`src/rtl/cla_serial_adder16_if.sv`:
```
// cla_serial_adder16_if -- operand/result bundle for the nibble-serial adder.
// The sub line exists only when CLA_SERIAL_SUB_EN is defined.
`default_nettype none

interface cla_serial_adder16_if #(
  parameter int WIDTH = 16
);
  logic             start;
  logic [WIDTH-1:0] a;
  logic [WIDTH-1:0] b;
  logic             cin;
`ifdef CLA_SERIAL_SUB_EN
  logic             sub;
`endif
  logic             busy;
  logic             done;
  logic [WIDTH-1:0] sum;
  logic             cout;
  logic             ovf;

  modport master (
`ifdef CLA_SERIAL_SUB_EN
    output sub,
`endif
    output start, a, b, cin,
    input  busy, done, sum, cout, ovf
  );

  modport slave (
`ifdef CLA_SERIAL_SUB_EN
    input  sub,
`endif
    input  start, a, b, cin,
    output busy, done, sum, cout, ovf
  );
endinterface

`default_nettype wire

```
`src/rtl/cla_serial_adder16.sv`:
```
// cla_serial_adder16 -- nibble-serial adder driving one 4-bit CLA block, WIDTH/4 cycles per add.
// Define CLA_SERIAL_SUB_EN to add the sub input (a - b). Rev 1.0
`default_nettype none

module cla_serial_adder16_cla4 (
  input  wire logic [3:0] a,
  input  wire logic [3:0] b,
  input  wire logic       cin,
  output logic      [3:0] sum,
  output logic            cout,
  output logic            grp_p,
  output logic            grp_g
);
  logic [3:0] g;
  logic [3:0] p;
  logic [3:0] c;

  assign g = a & b;
  assign p = a ^ b;

  assign c[0] = cin;
  assign c[1] = g[0] | (p[0] & cin);
  assign c[2] = g[1] | (p[1] & g[0]) | (p[1] & p[0] & cin);
  assign c[3] = g[2] | (p[2] & g[1]) | (p[2] & p[1] & g[0]) | (p[2] & p[1] & p[0] & cin);

  assign grp_p = &p;
  assign grp_g = g[3] | (p[3] & g[2]) | (p[3] & p[2] & g[1]) | (p[3] & p[2] & p[1] & g[0]);

  assign sum  = p ^ c;
  assign cout = grp_g | (grp_p & cin);
endmodule

module cla_serial_adder16 #(
  parameter int WIDTH = 16
) (
  input wire logic              clk,
  input wire logic              rst,
  cla_serial_adder16_if.slave   bus
);
  localparam int NSLICE = WIDTH / 4;
  localparam int IDXW   = (NSLICE > 1) ? $clog2(NSLICE) : 1;
  localparam logic [IDXW-1:0] LAST_IDX = IDXW'(NSLICE - 1);

  typedef enum logic [1:0] {
    S_IDLE = 2'd0,
    S_RUN  = 2'd1,
    S_DONE = 2'd2
  } state_t;

  state_t           r_state;
  state_t           w_state_next;
  logic [IDXW-1:0]  r_idx;
  logic [WIDTH-1:0] r_ra;
  logic [WIDTH-1:0] r_rb;
  logic             r_rc;
  logic [WIDTH-1:0] r_ps;
  logic [WIDTH-1:0] r_sum;
  logic             r_cout;
  logic             r_ovf;

  logic             w_accept;
  logic             w_last;
  logic [IDXW+1:0]  w_off;
  logic [3:0]       w_nib_sum;
  logic             w_nib_cout;
  logic [WIDTH-1:0] w_ps_next;
  logic [WIDTH-1:0] w_rb_load;
  logic             w_rc_load;

  // Accepted in IDLE and DONE alike, so a held start chains operations.
  assign w_accept = bus.start && (r_state != S_RUN);
  assign w_last   = (r_idx == LAST_IDX);
  assign w_off    = {r_idx, 2'b00};

`ifdef CLA_SERIAL_SUB_EN
  assign w_rb_load = bus.sub ? ~bus.b : bus.b;
  assign w_rc_load = bus.sub ? 1'b1 : bus.cin;
`else
  assign w_rb_load = bus.b;
  assign w_rc_load = bus.cin;
`endif

  cla_serial_adder16_cla4 u_cla4 (
    .a     (r_ra[w_off +: 4]),
    .b     (r_rb[w_off +: 4]),
    .cin   (r_rc),
    .sum   (w_nib_sum),
    .cout  (w_nib_cout),
    .grp_p (),
    .grp_g ()
  );

  always_comb begin
    w_ps_next              = r_ps;
    w_ps_next[w_off +: 4]  = w_nib_sum;
  end

  always_comb begin
    w_state_next = r_state;
    case (r_state)
      S_IDLE:  if (bus.start) w_state_next = S_RUN;
      S_RUN:   if (w_last)    w_state_next = S_DONE;
      S_DONE:  w_state_next = bus.start ? S_RUN : S_IDLE;
      default: w_state_next = S_IDLE;
    endcase
  end

  always_ff @(posedge clk or posedge rst) begin
    if (rst) begin
      r_state <= S_IDLE;
    end else begin
      r_state <= w_state_next;
    end
  end

  always_ff @(posedge clk or posedge rst) begin
    if (rst) begin
      r_idx  <= '0;
      r_ra   <= '0;
      r_rb   <= '0;
      r_rc   <= 1'b0;
      r_ps   <= '0;
      r_sum  <= '0;
      r_cout <= 1'b0;
      r_ovf  <= 1'b0;
    end else if (w_accept) begin
      r_ra  <= bus.a;
      r_rb  <= w_rb_load;
      r_rc  <= w_rc_load;
      r_idx <= '0;
      r_ps  <= '0;
    end else if (r_state == S_RUN) begin
      r_ps <= w_ps_next;
      r_rc <= w_nib_cout;
      if (w_last) begin
        r_sum  <= w_ps_next;
        r_cout <= w_nib_cout;
        r_ovf  <= (r_ra[WIDTH-1] == r_rb[WIDTH-1]) && (w_ps_next[WIDTH-1] != r_ra[WIDTH-1]);
      end else begin
        r_idx <= r_idx + IDXW'(1);
      end
    end
  end

  assign bus.busy = (r_state == S_RUN);
  assign bus.done = (r_state == S_DONE);
  assign bus.sum  = r_sum;
  assign bus.cout = r_cout;
  assign bus.ovf  = r_ovf;
endmodule

`default_nettype wire

```
`src/flat_wrapper.sv`:
```
// flat-port wrapper written by rule: the top's interface ports become plain ports
module cla_serial_adder16_flat 
#(
  parameter int WIDTH = 16
)
  (clk, rst, bus_start, bus_a, bus_b, bus_cin, bus_busy, bus_done, bus_sum, bus_cout, bus_ovf);
  cla_serial_adder16_if #(.WIDTH(WIDTH)) bus_i ();
  input wire logic clk;
  input wire logic rst;
  input wire logic [$bits(bus_i.start)-1:0] bus_start;
  input wire logic [$bits(bus_i.a)-1:0] bus_a;
  input wire logic [$bits(bus_i.b)-1:0] bus_b;
  input wire logic [$bits(bus_i.cin)-1:0] bus_cin;
  output wire logic [$bits(bus_i.busy)-1:0] bus_busy;
  output wire logic [$bits(bus_i.done)-1:0] bus_done;
  output wire logic [$bits(bus_i.sum)-1:0] bus_sum;
  output wire logic [$bits(bus_i.cout)-1:0] bus_cout;
  output wire logic [$bits(bus_i.ovf)-1:0] bus_ovf;
  assign bus_i.start = bus_start;
  assign bus_i.a = bus_a;
  assign bus_i.b = bus_b;
  assign bus_i.cin = bus_cin;
  assign bus_busy = bus_i.busy;
  assign bus_done = bus_i.done;
  assign bus_sum = bus_i.sum;
  assign bus_cout = bus_i.cout;
  assign bus_ovf = bus_i.ovf;
  cla_serial_adder16 #(.WIDTH(WIDTH)) u_core (.clk(clk), .rst(rst), .bus(bus_i));
endmodule
```
`config.mk`:
```
export PLATFORM = sky130hd
export DESIGN_NAME = cla_serial_adder16_flat
export DESIGN_NICKNAME = d
export VERILOG_FILES = /design/src/rtl/cla_serial_adder16_if.sv /design/src/rtl/cla_serial_adder16.sv /design/src/flat_wrapper.sv
export SDC_FILE = /design/constraint.sdc
export NUM_CORES = 1
export LEC_CHECK = 0
export ABC_CLOCK_PERIOD_IN_PS = 4200
export BUFFER_PORTS_ARGS = -buffer_cell sky130_fd_sc_hd__buf_2
export CORE_UTILIZATION = 25
export CTS_CLUSTER_DIAMETER = 150
export DETAILED_ROUTE_END_ITERATION = 6
export SKIP_LAST_GASP = 1
export SYNTH_ARGS = -nofsm -noshare
export SYNTH_HDL_FRONTEND = slang
export SYNTH_HIERARCHICAL = 1
export SYNTH_SLANG_ARGS = --single-unit
```
`constraint.sdc`:
```
create_clock -name clk -period 4.2 [get_ports clk]
set_input_delay 0.21 -clock clk [delete_from_list [all_inputs] [get_ports clk]]
set_output_delay 0.21 -clock clk [all_outputs]
set_load 0.05 [all_outputs]
```
==> flow_results.org, run 1 <==
** Routing
- The routed layout has 2,267 vias.
- After detailed routing, the total wire length is 7210 um.
- Number of DRC violations after detailed-routing iteration 0 :: 103
- Remaining antenna violation count after routing :: 0
- In the routed design, unresolved DRC markers number 0.
- After detailed routing, the average wire length per cell comes to 14.45 um.
- Average via count per standard cell :: 4.543
- First drt pass iteration count :: 4

** Place
- The count of buffers added on input and output ports is 55.
- The placed instances occupy a cell area of 3821 sq um.
- Detailed placement finished with a half-perimeter wire length of 5194 um.
- At the end of routability-driven placement, the weighted congestion stood at 0.8196.

** Global route
- Global routing finished with a remaining overflow of 0.
- Total global routing track utilization :: 11.40%
- Number of antenna violations at the first check in global routing :: 0
- The number of global-route vias before repair came to 2,350.
- Wire length of the first global-routing pass :: 12,310 um
- Entering global routing, the biggest net connects 41 pins.

** Cells and area
- The layout has 1,357 filler cells.
- Cell area after layout :: 4090 sq um
- For this run, the post-layout net count is 366.
- Ratio of cells with drive above 1 in the final layout :: 36.53%
- Antenna Diode Count :: 0
- In the layout the commonest cells are 71 x sky130_fd_sc_hd__dfrtp_1, 55 x sky130_fd_sc_hd__buf_2, 32 x sky130_fd_sc_hd__mux2_2.
- The area growth from synthesis to layout is 20.23%.
- The library cell used most frequently in the layout, excluding fill and tap cells, is sky130_fd_sc_hd__dfrtp_1.

** STA
- At the pin with the least slew margin, the transition time is 0.7852 ns.
- Hold slack :: 0.09234 ns
- Final Hold Vio Count :: 0
- The count of final max-slew check failures was 0.
- Final period demand of the worst path :: 3.077 ns
- Part of the cycle the worst path needs :: 73.27%
- For the final database, setup skew stands at 0.007021 ns.
- Top achievable clock speed :: 0.3250 GHz
- Max-slew headroom at the worst pin :: 47.28%
- Setup repair after global routing missed its margin :: no
- Number of setup violations in the final report :: 0
- Post-route setup TNS :: 0 ns

** Clock network
- The root buffer cell chosen for the clock tree is sky130_fd_sc_hd__clkbuf_16.
- The number of clock buffers added by TritonCTS is 9.
- Max Buffers Root-to-Sink :: 2
- Number of H-tree levels :: 3
- Post-CTS resize count :: 0
- After clock tree synthesis, the flow added hold-fix buffers numbering 1.
- CTS saw 71 sinks.
- After clock tree synthesis, the setup repair step added 0 buffers.
- TritonCTS clock tree :: done
- Clock-pin slew was measured on the worst setup and hold paths at 0.06 ns.
- Clock latency on the worst-skew pair, taken at its later pin, is 0.33 ns.

** Logic synthesis
- When the netlist entered floorplanning its net count stood at 311.
- Averaged over all synthesized cells, the footprint is 12.89 sq um.
- Post-synthesis cell count :: 264
- Mapped cell area :: 3402 sq um
- The Yosys step of the flow raised 6 warnings.

** Floorplan
- Once the floorplan was initialized, standard cells occupied 25.69% of the core.
- The total area inside the core boundary comes to 13,240 sq um.
- After floorplanning, the core was divided into 42 placement rows.
- Die height :: 118.7 um
- Width of the die :: 118.7 um
- Area enclosed by the die boundary :: 14,080 sq um
- I/O Pins :: 56

** Run
- Across the run, the number of max-cap violations was 0.

** Worst setup path
- CP Launch Type :: flip-flop
- Timing endpoint of the critical path :: u_core/bus.sum[3]
- Origin of the critical flop-to-flop path :: u_core/r_idx[0]
- Data arrives at the worst endpoint at 3.32 ns.
- In this run the critical register-to-register path is captured at u_core/bus.sum[3].
- Critical path class :: flip-flop to flip-flop
- Launch point of the critical path :: u_core/r_idx[0]
- STA classifies the critical path endpoint as a flip-flop.
- Worst Path Required :: 4.44 ns
- For the worst flop-to-flop path, the logic depth is 7.
- The setup check on the worst reg-to-reg path leaves a slack of 1.12 ns.
- Along the worst path, the maximum fanout reaches 16.

** Worst hold path
- The path class of the tightest hold or removal check is input port to flip-flop.

** Status
- Result of the run :: complete, no violations
==> critical path: stages (launching register included) <==
cell and delay, ns:
sky130_fd_sc_hd__dfrtp_1 0.78, sky130_fd_sc_hd__mux4_2 0.60, sky130_fd_sc_hd__ha_1 0.38, sky130_fd_sc_hd__nand4_1 0.13
sky130_fd_sc_hd__nand3_2 0.11, sky130_fd_sc_hd__xor2_1 0.59, sky130_fd_sc_hd__a22oi_1 0.18, sky130_fd_sc_hd__o21ai_0 0.20
==> cell type report <==
type                       instances  area (sq um)  area share (%)
multi-input combinational        167          1490           36.43
timing repair buffer              57         292.8           7.158
tap                              176         220.2           5.384
clock inverter                     1         5.005          0.1224
clock buffer                      14         254.0           6.210
sequential                        71          1777           43.44
inverter                          13         51.30           1.254
==> state kept, by name, summed over array words and instances (netlist names), 2 cells and up <==
name	count
u_core/r_idx	2
u_core/r_state	2
u_core/bus.sum	16
u_core/r_rb	16
u_core/r_ps	16
u_core/r_ra	16
==> worst min path at each step <==
stage	endpoint	from	cells after the start
after floorplan	u_core/r_rb[11]	bus_b[11]	1
after global placement	u_core/r_rb[0]	rst	2
after detailed placement	u_core/r_rb[0]	rst	2
after CTS	u_core/r_rb[11]	bus_b[11]	2
after global routing	u_core/r_rb[11]	bus_b[11]	2
final	u_core/r_rb[11]	bus_b[11]	2
==> stage by stage <==
stage / worst slack (ns) / std cells / utilization (%)
after floorplan: 1.728 / 264 / -
after global placement: 1.177 / 483 / 28.85
after detailed placement: 1.118 / 483 / 28.85
after CTS: 1.088 / 499 / 30.89
after global routing: 0.7730 / 499 / 30.89
final: 1.123 / 499 / 30.89
==> layer usage <==
metal | up-vias | GRT usage [%] | share of wire (%)
li1 | 1084 | - | -
met1 | 1096 | 15.35 | 48
met2 | 77 | 16.85 | 45
met3 | 10 | 4.102 | 6.0
met4 | 0 | 3.797 | 1.1
met5 | - | 0 | 0
Power of run 1 is not shown: default switching activity piles up to over one toggle a cycle in this logic, so the estimate is an artifact.
==> run 2, diff against run 1 <==
- ABC_CLOCK_PERIOD_IN_PS: 4200 -> 2600
- clock period: 4.2 -> 2.6 ns (I/O delays scaled with it)
==> run 2 against run 1 <==
Compared with the run above:
- critical path depth is 1 higher
- maximum frequency is 24% higher
- non-clock buffer count is 8 higher
- wire length is 2.0% higher
- clock skew is 0.0021 ns lower
- global-route usage is 0.11 points lower
- flip-flop and latch count stayed put
- count of clock-buffer cells in the layout is 3 lower
- cell count is 1.8% higher
- design area is 2.8% higher
- critical path type unchanged
- highest routed layer unchanged
==> flow_results.org, run 2 (synthesized netlist as in run 1, its figures left out) <==
** Worst setup path
- Reg2Reg Setup Slack :: 0.11 ns
- In this run the critical register-to-register path is captured at u_core/bus.sum[10].
- CP Max Fanout :: 7
- The worst setup path is captured at a flip-flop.
- Worst Path Required :: 2.80 ns
- Number of cells on the worst reg-to-reg path :: 8
- Arrival @ worst endpoint :: 2.69 ns
- By startpoint and endpoint, the worst setup path is classified as flip-flop to flip-flop.
- The worst setup path is launched from a flip-flop.
- In this run the critical register-to-register path is launched from u_core/r_idx[1].

** Global route
- Entering global routing, the biggest net connects 44 pins.
- Total global routing track utilization :: 11.29%
- The number of global-route vias before repair is 2,460.
- Residual overflow from global routing :: 0
- Wire length of the first global-routing pass :: 12,490 um
- Number of antenna violations at the first check in global routing :: 0

** Routing
- For this block, the via count after detailed routing is 2,304.
- First drt pass iteration count :: 4
- In the final routed layout, each cell accounts on average for 14.47 um.
- The detail route stage leaves a number of antenna-violating nets equal to 0.
- WL final :: 7351 um
- DRC viols :: 0
- Using the TritonRoute via totals, the vias-per-cell ratio works out to 4.535.
- Number of DRC violations after detailed-routing iteration 0 :: 121

** Floorplan
- FP Rows :: 42
- For this configuration, the core starts out at a cell density of 25.69%.
- Area enclosed by the die boundary :: 14,080 sq um
- Core region area :: 13,240 sq um
- The die is 118.7 um tall.
- The die is 118.7 um wide.
- In this run the count of I/O pins placed on the die edge is 56.

** Cells and area
- Ratio of cells with drive above 1 in the final layout :: 39.76%
- Antenna Diode Count :: 0
- Excluding fillers, the count of instances in the completed layout stands at 508.
- The library cells used most frequently in the layout, excluding fill and tap cells, are 69 x sky130_fd_sc_hd__dfrtp_1, 55 x sky130_fd_sc_hd__buf_2, 32 x sky130_fd_sc_hd__mux2_2.
- Final-stage net count :: 374
- Area growth, synth to finish :: 23.65%
- The library cell used most frequently in the layout, excluding fill and tap cells, is sky130_fd_sc_hd__dfrtp_1.

** Clock network
- TritonCTS clock tree :: done
- Clock tree synthesis inserted a total of 9 buffers.
- CTS saw 71 sinks.
- Number of H-tree levels :: 3
- Max Buffers Root-to-Sink :: 2
- Number of buffers inserted by post-CTS setup repair :: 0
- After clock tree synthesis, the clock-pin slew on the worst setup and hold paths is 0.06 ns.
- Clock latency on the worst-skew pair, taken at its later pin, is 0.33 ns.
- The cell sitting at the root of the clock tree is a sky130_fd_sc_hd__clkbuf_16.

** Place
- Routability-driven placement finished with a final weighted congestion of 0.8264.
- After legalization and detailed placement, the total HPWL measured 5447 um.
- Timing analysis after detailed placement gives a worst setup slack of 0.02393 ns.
- Buffers placed on the I/O ports in this run total 55.
- The number of placed instances, taps included, is 491.

** STA
- At the pin with the least slew margin, the transition time is 0.6187 ns.
- Number of setup violations in the final report :: 0
- After routing, the total negative slack on setup checks comes to 0 ns.
- Final period demand of the worst path :: 2.490 ns
- Max-slew headroom at the worst pin :: 58.69%
- Clock skew on the completed layout was measured at 0.004913 ns.
- The count of final max-slew check failures came to 0.
- Top achievable clock speed :: 0.4017 GHz
- The number of hold violations in the final report is 0.
- Hold slack :: 0.01347 ns
- The final critical path takes up 95.76% of the cycle.
- The worst path meets setup with 0.1103 ns of slack.
- Setup repair after global routing left no endpoint under its margin.

** Worst hold path
- Hold Path Origin :: bus_b[11]
- Min-Delay Endpoint :: u_core/r_rb[11]
- Worst Hold Path Cells :: 2
- The path class of the tightest hold or removal check is input port to flip-flop.

** Status
- The flow ran to the end, and the final reports show no timing, DRC or antenna violations.

** Run
- Max-cap violations in this run came to 0.
## run 2: changes by cell type in the layout (fill, tap and decap cells not counted), sizes merged
cell / before / now
clkbuf: 14 / 11
bufinv: 0 / 1
clkinv: 1 / 4
buf: 56 / 64
## run 2: layer usage
metal	wire length (um)	vias up	global-route usage, %	part of all wire [%]
met3	339	9	3.282	4.6
met1	3518	1130	14.86	48
li1	-	1104	-	-
met2	3424	61	17.69	47
met5	0	-	0	0
met4	68	0	3.718	0.93
## run 2: what timing repair did
action,in CTS,in global routing
hold endpoints to repair,28,0
endpoints found under the setup margin,1,8
cloned,0,0
hold buffers,1,0
resized for setup,1,1
## run 2: final cells by class
type | count | area [sq um]
fill | 1375 | 9036
sequential | 71 | 1779
multi-input combinational | 167 | 1490
timing repair buffer | 65 | 365.4
clock buffer | 11 | 242.7
tap | 176 | 220.2
clock inverter | 5 | 57.56
inverter | 13 | 51.30
## run 2: worst max-delay path, stage by stage, from the launching register on
cell	delay, ns
sky130_fd_sc_hd__dfrtp_2	0.46
sky130_fd_sc_hd__mux4_2	0.56
sky130_fd_sc_hd__ha_1	0.33
sky130_fd_sc_hd__a21o_1	0.18
sky130_fd_sc_hd__a21oi_1	0.20
sky130_fd_sc_hd__xnor2_1	0.11
sky130_fd_sc_hd__buf_4	0.18
sky130_fd_sc_hd__a32oi_1	0.23
sky130_fd_sc_hd__o21ai_0	0.11
## run 2: how the worst max path moves through the flow
stage	start	endpoint	slack (ns)	depth (start not counted)
2_1_floorplan	u_core/r_idx[0]	u_core/bus.ovf	0.13	9
3_3_place_gp	u_core/r_idx[0]	u_core/bus.ovf	0.07	8
3_5_place_dp	u_core/r_idx[0]	u_core/bus.ovf	0.02	8
4_1_cts	u_core/r_idx[1]	u_core/bus.sum[10]	0.03	8
5_1_grt	u_core/r_idx[0]	u_core/bus.ovf	0.009	8
6_report	u_core/r_idx[1]	u_core/bus.sum[10]	0.11	8
## run 2: metrics by stage
stage               utilization, %  area (sq um)
CTS                          31.76          4205
detailed placement           29.40          3894
finish                       31.76          4207
global placement             29.40          3894
floorplan                        -          3402
global route                 31.76          4207
Power of run 2 is left out for the same reason.
==> run 3, diff against run 2 <==
- PLACE_DENSITY: unset -> 0.54
==> run 3 against run 2 <==
Compared with the run above:
- the run now ends with negative hold slack left
- count of clock-buffer cells in the layout rose by 2
- register-to-register slack improved by 0.11 ns
- wire length rose by 0.42%
- worst hold slack got worse by 0.051 ns
- die area did not move
- flip-flop and latch count did not move
- via count fell by 1.3%
==> flow_results.org, run 3 (synthesized netlist as in run 1, its figures left out) <==
** Worst setup path
- CP Launch Type :: flip-flop
- The worst register-to-register path has a depth of 8.
- For this design, the slowest cell found on the critical path is sky130_fd_sc_hd__mux4_2.
- Crit Reg-Reg Endpoint :: u_core/bus.ovf
- Traced cell by cell, the critical path runs through mux4_2 > ha_1 > nand4_1 > nand3_2 > xor2_1 > buf_4 > a2111o_1 > nand3_1.
- The worst register-to-register path begins at u_core/r_idx[0].
- Critical path class :: flip-flop to flip-flop
- Reg2Reg Setup Slack :: 0.22 ns
- Along the worst path, the maximum fanout reaches 8.
- Kind of end point of the critical path :: flip-flop
- Data on the critical path arrives at its endpoint at 2.65 ns.
- On the worst path, the slowest cell contributes a delay of 0.54 ns.
- Worst Path Required :: 2.87 ns

** STA
- The count of final max-slew check failures is 0.
- Final period demand of the worst path :: 2.382 ns
- Setup violations remaining at the end of the flow were counted as 0.
- The number of hold violations in the final report came to 35.
- Post-route setup TNS :: 0 ns
- Of the available clock period, the critical path in the final layout requires 91.63%.
- Transition at the pin with the smallest max-transition slack :: 0.8134 ns
- Hold timing on the final database bottoms out at a slack of -0.03706 ns.
- Final worst-path setup slack :: 0.2176 ns
- Clock Skew :: 0.003465 ns
- Timing would allow up to 0.4197 GHz.
- Max-slew headroom at the worst pin :: 45.69%
- Setup repair after global routing missed its margin :: no

** Place
- During placement, the flow inserted port buffers numbering 55.
- Post-Place Worst Slack :: 0.04647 ns
- At the end of routability-driven placement, the weighted congestion stood at 0.7767.
- Cell total after placement :: 490
- DP Wirelength :: 5349 um

** Cells and area
- Most common cell after layout, fill and taps aside :: sky130_fd_sc_hd__dfrtp_1
- From synthesis to final layout, the design area changed by 23.80%.
- 0 antenna diodes ended up in the layout.
- The count of cells in the finished layout, fillers not included, comes to 506.
- Ratio of cells with drive above 1 in the final layout :: 40.00%
- Final-stage net count :: 372
- Commonest cells after routing, fill and taps aside :: 69 x sky130_fd_sc_hd__dfrtp_1, 55 x sky130_fd_sc_hd__buf_2, 32 x sky130_fd_sc_hd__mux2_2

** Floorplan
- Measured along the x axis, the die boundary spans 118.7 um.
- Core region area :: 13,240 sq um
- Die height :: 118.7 um
- I/O Pins :: 56
- Area enclosed by the die boundary :: 14,080 sq um
- Starting Density :: 25.69%
- The initialized floorplan defines 42 standard-cell rows.

** Clock network
- Number of H-tree levels :: 3
- Max Buffers Root-to-Sink :: 2
- In this run, post-CTS repair resized a total of 0 instances.
- The clock drives 71 sinks.
- Post-CTS timing repair inserted 0 buffers for setup.
- Clock slew at reported path FFs :: 0.05 ns
- The number of clock buffers added by TritonCTS is 9.
- TritonCTS clock tree :: done
- Hold buffer count at CTS :: 0
- The tree is rooted in a sky130_fd_sc_hd__clkbuf_16.
- Clock latency on the worst-skew pair, taken at its later pin, is 0.33 ns.

** Routing
- Number of DRC violations after detailed-routing iteration 0 :: 98
- Average via count per standard cell :: 4.496
- First drt pass iteration count :: 4
- After detailed routing, the total wire length is 7382 um.
- The count of nets left with antenna violations once routing finished came out at 0.
- Total number of vias :: 2,275
- DRC viols :: 0
- Wirelength per Cell :: 14.59 um

** Status
- The flow ran to the end, but the final reports show violations.
- The checks that failed: negative hold slack.

** Global route
- Highest-utilization routing layer at the global route stage :: met2
- The first global-routing pass estimated 12,670 um of wire.
- The number of antenna violations at the first check in global routing is 0.
- Entering global routing, the biggest net connects 37 pins.
- Total global routing track utilization :: 11.51%
- Met3 Track Usage GR :: 4.875%
- The number of global-route vias before repair came to 2,428.
- Met1 GRT Util :: 15.73%
- Global routing used 16.34% of the available met2 tracks.
- The total overflow left after global routing is 0.

** Run
- Max-cap violations :: 0

** Worst hold path
- Hold/Removal Path Class :: input port to asynchronous set/reset pin
run 3: cell count changes in the layout (fill, tap and decap cells not counted), sizes merged:
cell	delta
clkbuf	+2
buf	-1
clkinv	-2
dlygate4sd3	-1
run 3: layout make-up:
| cell class | instances | area (sq um) |
|---|---|---|
| well taps | 176 | 220.2 |
| flip-flops and latches | 71 | 1779 |
| clock buffers | 13 | 270.3 |
| repair buffers | 63 | 347.8 |
| inverters | 13 | 51.30 |
| clock inverters | 3 | 40.04 |
| fillers | 1375 | 9031 |
| multi-input cells | 167 | 1503 |
run 3: worst max path at each step:
stage / start / endpoint
2_1_floorplan: u_core/r_idx[0] / u_core/bus.ovf
3_3_place_gp: u_core/r_idx[0] / u_core/bus.ovf
3_5_place_dp: u_core/r_idx[0] / u_core/bus.ovf
4_1_cts: u_core/r_idx[0] / u_core/bus.ovf
5_1_grt: u_core/r_idx[0] / u_core/bus.sum[6]
6_report: u_core/r_idx[0] / u_core/bus.ovf
run 3: critical path: cells and delay by family, from the launching register on:
family / cells / cell delay, ns
multiplexers: 1 / 0.54
flip-flops: 1 / 0.47
adder cells (fa/ha/maj): 1 / 0.35
AO/OA/AOI/OAI: 1 / 0.35
AND/OR/NAND/NOR: 3 / 0.27
buffers and inverters: 1 / 0.17
XOR/XNOR: 1 / 0.15
run 3: routing by layer:
metal	part of all wire [%]	vias up	wire, um
met5	0	-	0
met2	42	59	3105
met1	50	1107	3687
met3	6.6	8	486
li1	-	1101	-
met4	1.4	0	102
run 3: per-stage QoR:
stage                     util, %  cell area [sq um]
after floorplan                 -               3402
after global placement      29.35               3886
after detailed placement    29.35               3886
after CTS                   31.69               4197
after global routing        31.80               4212
final                       31.80               4212
Power of run 3 is left out for the same reason.
